### src/rtl/lc3_rf_pkg.sv
// Shared constants for the LC-3 register file with scoreboard.
package lc3_rf_pkg;

   localparam int unsigned DATA_W_DEF = 16;

   typedef logic [2:0] nzp_t;

   localparam nzp_t NZP_N = 3'b100;
   localparam nzp_t NZP_Z = 3'b010;
   localparam nzp_t NZP_P = 3'b001;

   localparam nzp_t NZP_RST    = NZP_Z;
   localparam logic SB_ERR_RST = 1'b0;

endpackage

### src/rtl/lc3_scoreboard.sv
// Busy-bit scoreboard: issue reservation, writeback release, flush and sticky error.
module lc3_scoreboard
   import lc3_rf_pkg::*;
#(
   parameter int unsigned NUM_REGS = 8,
   parameter int unsigned ADDR_W   = $clog2(NUM_REGS)
) (
   input  logic                clk,
   input  logic                rst,
   input  logic                iss_valid,
   input  logic [ADDR_W-1:0]   iss_dr,
   input  logic                wb_valid,
   input  logic [ADDR_W-1:0]   wb_dr,
   input  logic                sb_clr,
   output logic [NUM_REGS-1:0] busy,
   output logic                iss_ready,
   output logic                sb_err
);

   logic                fire;
   logic                same_dr_fire;
   logic                err_set;
   logic [NUM_REGS-1:0] busy_nxt;

   // A busy destination may still be reserved if it retires this same cycle.
   assign iss_ready    = !sb_clr && (!busy[iss_dr] || (wb_valid && (wb_dr == iss_dr)));
   assign fire         = iss_valid && iss_ready;
   assign same_dr_fire = fire && (iss_dr == wb_dr);
   assign err_set      = wb_valid && !sb_clr && !busy[wb_dr] && !same_dr_fire;

   always_comb begin
      busy_nxt = busy;
      if (sb_clr) begin
         busy_nxt = '0;
      end else begin
         if (wb_valid) busy_nxt[wb_dr] = 1'b0;
         // Applied after the release so a same-register reservation wins.
         if (fire) busy_nxt[iss_dr] = 1'b1;
      end
   end

   always_ff @(posedge clk or negedge rst) begin
      if (!rst) begin
         busy   <= '0;
         sb_err <= SB_ERR_RST;
      end else begin
         busy <= busy_nxt;
         if (err_set) sb_err <= 1'b1;
      end
   end

endmodule

### src/rtl/lc3_regfile_sb.sv
// LC-3 register file with busy scoreboard and NZP codes.
// Optional same-cycle writeback-to-read bypass: define LC3_RF_BYPASS_EN.
module lc3_regfile_sb
   import lc3_rf_pkg::*;
#(
   parameter int unsigned DATA_W   = DATA_W_DEF,
   parameter int unsigned NUM_REGS = 8,
   parameter int unsigned ADDR_W   = $clog2(NUM_REGS)
) (
   input  logic              clk,
   input  logic              rst,
   input  logic [ADDR_W-1:0] rd1_addr,
   output logic [DATA_W-1:0] rd1_data,
   output logic              rd1_busy,
   input  logic [ADDR_W-1:0] rd2_addr,
   output logic [DATA_W-1:0] rd2_data,
   output logic              rd2_busy,
   input  logic              iss_valid,
   input  logic [ADDR_W-1:0] iss_dr,
   output logic              iss_ready,
   input  logic              wb_valid,
   input  logic [ADDR_W-1:0] wb_dr,
   input  logic [DATA_W-1:0] wb_data,
   input  logic              wb_cc_ld,
   input  logic              sb_clr,
   output logic [2:0]        nzp,
   output logic              sb_err
);

   logic [DATA_W-1:0]   regs [NUM_REGS];
   logic [NUM_REGS-1:0] busy;
   nzp_t                nzp_nxt;

   lc3_scoreboard #(
      .NUM_REGS (NUM_REGS),
      .ADDR_W   (ADDR_W)
   ) u_sb (
      .clk       (clk),
      .rst       (rst),
      .iss_valid (iss_valid),
      .iss_dr    (iss_dr),
      .wb_valid  (wb_valid),
      .wb_dr     (wb_dr),
      .sb_clr    (sb_clr),
      .busy      (busy),
      .iss_ready (iss_ready),
      .sb_err    (sb_err)
   );

`ifdef LC3_RF_BYPASS_EN
   logic byp1;
   logic byp2;

   assign byp1     = wb_valid && (rd1_addr == wb_dr);
   assign byp2     = wb_valid && (rd2_addr == wb_dr);
   assign rd1_data = byp1 ? wb_data : regs[rd1_addr];
   assign rd2_data = byp2 ? wb_data : regs[rd2_addr];
   assign rd1_busy = !byp1 && busy[rd1_addr];
   assign rd2_busy = !byp2 && busy[rd2_addr];
`else
   assign rd1_data = regs[rd1_addr];
   assign rd2_data = regs[rd2_addr];
   assign rd1_busy = busy[rd1_addr];
   assign rd2_busy = busy[rd2_addr];
`endif

   always_comb begin
      nzp_nxt = NZP_P;
      if (wb_data[DATA_W-1])  nzp_nxt = NZP_N;
      else if (wb_data == '0) nzp_nxt = NZP_Z;
   end

   always_ff @(posedge clk or negedge rst) begin
      if (!rst) begin
         regs <= '{default: '0};
         nzp  <= NZP_RST;
      end else if (wb_valid) begin
         regs[wb_dr] <= wb_data;
         if (wb_cc_ld) nzp <= nzp_nxt;
      end
   end

endmodule
### config.mk
export PLATFORM = sky130hd
export DESIGN_NAME = lc3_regfile_sb
export DESIGN_NICKNAME = d
export VERILOG_FILES = /design/src/rtl/lc3_rf_pkg.sv /design/src/rtl/lc3_scoreboard.sv /design/src/rtl/lc3_regfile_sb.sv
export SDC_FILE = /design/constraint.sdc
export NUM_CORES = 1
export LEC_CHECK = 0
export ABC_AREA = 1
export CORE_MARGIN = 2
export CORE_UTILIZATION = 31
export DETAILED_ROUTE_END_ITERATION = 8
export PLACE_DENSITY = 0.52
export SYNTH_ARGS = -nofsm -noshare
export SYNTH_HDL_FRONTEND = slang
export SYNTH_SLANG_ARGS = --single-unit
### constraint.sdc
create_clock -name clk -period 1.33 [get_ports clk]
set_clock_uncertainty 0.15 [all_clocks]
set_input_delay 0.133 -clock clk [delete_from_list [all_inputs] [get_ports clk]]
set_output_delay 0.133 -clock clk [all_outputs]
set_load 0.01 [all_outputs]
# Word level (Yosys, flattened, before mapping)
# Index checks and enable logic that the tools add are counted.
# W data, S select, Z words.
[word_totals] in_bits=34 wordCells=73 reg_bits=140
[op_classes] bitwise=6 mux=27 n_eq_ne=2 order_cmp=10 reduce_logical=17
[ops] operator="$bwmux W128" count=1
[ops] operator="$bmux W16 S3" count=2
[ops] operator="$mux W16" count=5
[ops] operator="$demux W16 S3" count=1
[ops] operator="$mux W8" count=4
[ops] operator="$logic_not A16 Y1" count=1
[ops] operator="$lt A3 B4 Y1 const B" count=4
[ops] operator="$bmux W1 S3" count=4
[ops] operator="$ge A4 B4 Y1 const B" count=3
[ops] operator="$not A3 Y4" count=3
[ops] operator="$logic_and A1 B1 Y1" count=10
[ops] operator="$and A8 B8 Y8" count=1
[ops] operator="$not A8 Y8" count=1
[ops] operator="$or A8 B8 Y8" count=1
[ops] operator="$demux W1 S3" count=2
[ops] operator="$eq A3 B3 Y1" count=2
[ops] operator="$ge A3 B1 Y1 const B" count=2
[ops] operator="$mux W1" count=6
[ops] operator="$logic_not A1 Y1" count=4
[ops] operator="$lt A4 B1 Y1 const B" count=1
[ops] operator="$mux W3" count=1
[ops] operator="$mux W2" count=1
[ops] operator="$reduce_and A2 Y1" count=1
[ops] operator="$logic_or A1 B1 Y1" count=1

# Longest topological paths before layout
# Gate-level depths: netlist (run 1).
[logic_depth] ltp_word=11 ltp_mapped=10

# By module
# Synthesis (run 1) repeated with hierarchy kept, for this count alone.
[unflattened] hier_cells=1342 hier_area_um2=8760.9
[modules_own_cells] mod="lc3_regfile_sb" instances=1 area_each_um2=7912.6 cells_each=1239 seq_area_each_um2=3279.4
[modules_own_cells] mod="lc3_scoreboard" instances=1 area_each_um2=848.3 cells_each=103 seq_area_each_um2=225.2

# Least setup slack after synthesis (run 1)
# OpenSTA, ideal clock, no wires.
[synth_timing] kind="input to output" start="in rd1_addr[1]" end="out rd1_data[15]" setup_slack_ps=52 stages=6 arrival_ps=995 required_time_ps=1047 path_cell_list="buf_2 > buf_1 > o21ai_0 > o21ai_0 > a21oi_1 > a31oi_1"
[synth_via] elab_chain_cells=4
[synth_rtl] element="from (decl)" line_no="lc3_regfile_sb.sv:12" rtl="input logic [ADDR_W-1:0] rd1_addr,"
[synth_rtl] element="$not A3 Y4 (implied by the code)" line_no="lc3_regfile_sb.sv:61" rtl="assign rd1_data = regs[rd1_addr];"
[synth_rtl] element="$bmux W16 S3" line_no="lc3_regfile_sb.sv:61"
[synth_rtl] element="$mux W16 (implied by the code) (2 in a row)" line_no="lc3_regfile_sb.sv:61"
[synth_rtl] element="to (decl)" line_no="lc3_regfile_sb.sv:13" rtl="output logic [DATA_W-1:0] rd1_data,"
# Every way passes these cells. The select of a mux whose other input is x is not followed.

# Worst setup path after layout (run 1)
[layout_timing] start="reg u_sb.busy[5]" end="out rd2_busy"
[layout_via] elab_chain_cells=2
[layout_rtl] element="from (decl)" line_no="lc3_scoreboard.sv:15" rtl="output logic [NUM_REGS-1:0] busy,"
[layout_rtl] element="from (signal assigned)" line_no="lc3_scoreboard.sv:47" rtl="busy <= busy_nxt;"
[layout_rtl] element="$bmux W1 S3" line_no="lc3_regfile_sb.sv:64" rtl="assign rd2_busy = busy[rd2_addr];"
[layout_rtl] element="$mux W1 (implied by the code)" line_no="lc3_regfile_sb.sv:64"
[layout_rtl] element="to (decl)" line_no="lc3_regfile_sb.sv:17" rtl="output logic rd2_busy,"
# Every way passes these cells. The select of a mux whose other input is x is not followed.

==> results of run 1 <==
critical path: cells and delay by family, from the launching register on:
family | cells | cell delay, ns
AOI/OAI and AO/OA | 3 | 0.37
DFF | 1 | 0.37
buffers and inverters | 2 | 0.25
and+or+nand+nor | 2 | 0.11
area by class of cell:
cell class              count  share of cell area, %
inverters                  89                   3.15
flip-flops and latches    140                   32.3
multi-input cells         726                   35.3
clock inverters            13                   1.53
well taps                 324                   3.74
repair buffers            223                   20.0
clock buffers              17                   3.92
power by group:
group	total, W	switching [W]	internal [W]
logic	0.00340	0.00188	0.00152
clock network	0.00490	0.00195	0.00295
registers	0.00560	0.000585	0.00502
metrics by stage:
step           TNS, ns  hold slack (ns)
4_1_cts         -15.84           0.0340
5_1_grt         -19.17           0.0413
6_report        -15.38           0.0307
3_3_place_gp    -92.67          -0.0940
2_1_floorplan        0           -0.313
3_5_place_dp    -94.44          -0.0910
flip-flops by register name, indices dropped and copies added, names as in the netlist:
signal,flops
u_sb.busy,8
u_sb.sb_err,1
regs,128
nzp,3
logic make-up (layout without fill, tap and decap cells):
| kind of cell | after synthesis | in the layout | share of synthesized area, % |
|---|---|---|---|
| DFF | 140 | 140 | 45.6 |
| and+or+nand+nor | 305 | 305 | 15.9 |
| buffers and inverters | 164 | 342 | 9.31 |
| xor gates and xnor gates | 3 | 3 | 0.342 |
| AOI/OAI and AO/OA | 418 | 418 | 28.9 |
placed cells by master, fill, tap and decap left out, types with 23 or more instances in the layout:
master / Yosys / routed
o21ai_1: 26 / 96
clkdlybuf4s50_1: 0 / 23
a21oi_1: 96 / 60
buf_4: 3 / 106
a21oi_2: 0 / 36
buf_12: 0 / 33
a31oi_1: 34 / 34
o21ai_2: 0 / 27
o21ai_0: 227 / 129
buf_2: 39 / 41
o211ai_1: 32 / 32
dfrtp_1: 139 / 137
nand2_1: 214 / 209
inv_1: 80 / 69
nor2_1: 57 / 56
per-layer routing:
layer | global-route usage [%] | share of wire [%] | vias to the layer above
li1 | - | - | 3839
met1 | 30.5 | 47 | 3768
met2 | 33.0 | 46 | 278
met3 | 3.16 | 5.2 | 37
met4 | 6.01 | 2.0 | 0
met5 | 0 | 0 | -
how the worst max path moves through the flow:
| stage | startpoint | endpoint | cells after the start |
|---|---|---|---|
| finish | u_sb.busy[5] | rd2_busy | 7 |
| global route | u_sb.busy[5] | rd2_busy | 7 |
| CTS | u_sb.busy[5] | rd2_busy | 7 |
| detailed placement | rd1_addr[2] | rd1_data[2] | 5 |
| global placement | rd1_addr[2] | rd1_data[15] | 5 |
| floorplan | rd1_addr[1] | rd1_data[15] | 6 |
repair_timing:
action | CTS | global route
pin swaps | 39 | 51
endpoints found under the setup margin | 161 | 168
gates resized for setup | 301 | 80
hold buffers | 1 | 0
buffers inserted | 5 | 10
hold endpoints to repair | 140 | 0
cloned | 0 | 5
==> summary.md, run 1 <==
| Metric | Value |
|---|---|
| WS Path Type | reg -> out |
| Num ports | between 70 and 80 |
| Synth top area cells | dfrtp_1 (45%), o21ai_0 (15%), nand2_1 (10%) |
| MaxCap Viol Count | 0 |
| Total power | between 0.01 and 0.015 W |
| Nets | 1231 |
| Rows | 57 |
| Reg2reg end | u_sb.busy[0] |
| Port Buf Inserts | a little over 70 |
| Largest fanout on the critical path | 4 |
| Reg2Reg Depth | 9 |
| Vias in the first global route | about 7.4k |
| Die width | 162 um |
| PwrDens | ~1300 nW/um^2 |
| Final Cycle Share | 135% |
| Antenna violations before repair | 0 |
| IR drop worst, VDD | between 1000 and 1500 uV |
| Dpl cell area | around 9800 um^2 |
| DR iter-0 viols | approximately 660 |
| CTS tree | done |
| First-pass GRT wire length | approximately 43000 um |
| Final Cell Area | between 10000 and 15000 um^2 |
| Outcome | complete, but fails checks |
| Post-synthesis sequential area ratio | a little under half |
| Hold Crit Class | in -> async |
| Netlist cell types | 31 |
| CORE AREA | 24300 um^2 |
| Area leader, netlist | dfrtp_1 |
| YS warnings | 0 |
| Final worst slack | -0.467 ns |
| Initial Util | 31.6% |
| Largest net degree at the start of global routing | 35 |
| WL final | ~28000 um |
| CP max-delay cell | dfrtp_1 |
| DR DRC count | 0 |
| Max clock buf depth | 2 |
| Share of cells above drive strength 1 | approximately 27% |
| Area grow syn2layout | 41.0% |
| FF+latch area | approximately 3500 um^2 |
| Gr usage total | between 20% and 30% |
| Worst Path Required | 1.05 ns |
| Die Ht | roughly 160 um |
| Num CTS Buffers | 17 |
| Via count | approximately 7.9k |
| GRT overflow | 0 |
| Number of diodes | 0 |
| Pleak | between 4 and 5 nW |
| # H-tree levels | 4 |
| Mapped Cells | between 1k and 1.5k |
| Prevailing post-synth register cell | dfrtp_1 |
| Routed len/inst | 18.3 um |
| Final Instance Count excl. Fillers | approximately 1.5k |
| Synthesis-stage register bit count | between 100 and 150 |
| Number of flops mapped to enable cells by yosys | 0 |
| Share of the synthesized area in the top cell type | approximately 45% |
| FMAX | ~0.56 GHz |
| Reg-to-Reg Start | u_sb.busy[2] |
| Fill count | around 2.4k |
| Leading cell type by number of instances after synthesis | o21ai_0 |
| # placed instances | roughly 1.5k |
| Max stage delay on crit path | 0.37 ns |
| Routability congestion estimate from global placement | 0.810 |
| DRT Pass-1 Iters | 5 |
| Crit start category | flop |
| Setup WS pre-CTS | -0.813 ns |
| Die area | roughly 26000 um^2 |
| Setup violators final | 44 |
| Failing checks | setup timing |
| R2R setup slack | -0.23 ns |
| Final count of hold timing violations | 0 |
| Mapped Avg Cell Area | roughly 7.5 um^2 |
| Worst path arrival time | approximately 1.5 ns |
| CP Capture Type | output pin |
| CTS clock-pin slew for the worst setup and hold paths | roughly 0.060 ns |
| Total nets after synthesis | roughly 1.1k |
| Worst Tran Pin Value | around 0.38 ns |
| Ys async rst share | 100% |
| Max-slew violations | 0 |
| Core Util, Final | roughly 45% |
| CTS sink count | 140 |
| Syn Std Cell Area | a little under 8000 um^2 |
| Final min period | 1.80 ns |
| Root Driver | clkbuf_16 |
| Area of the multi-input gates | about 3800 um^2 |
| Rel. slew slack | roughly three quarters |
| Crit path cell chain | inv_2 > a21oi_2 > o21ai_1 > nand2_1 > nor2_1 > a31oi_1 > buf_2 |
| Via density | around 5.2 |
| Routed Antenna Nets | 0 |
| DP Wirelength | between 15000 and 20000 um |
| Post-synth top cells | o21ai_0 (227), nand2_1 (214), dfrtp_1 (139) |
| RSZ-0062 raised after global routing | yes |
| Worst skew pair latency | about 0.42 ns |
(Power assumes the default switching activity.)
==> run 2: changes to the inputs <==
Settings changed: HOLD_SLACK_MARGIN set to 0.08.
==> results of run 2 <==
Final layout, timing and power as in run 1 (identical DEF).
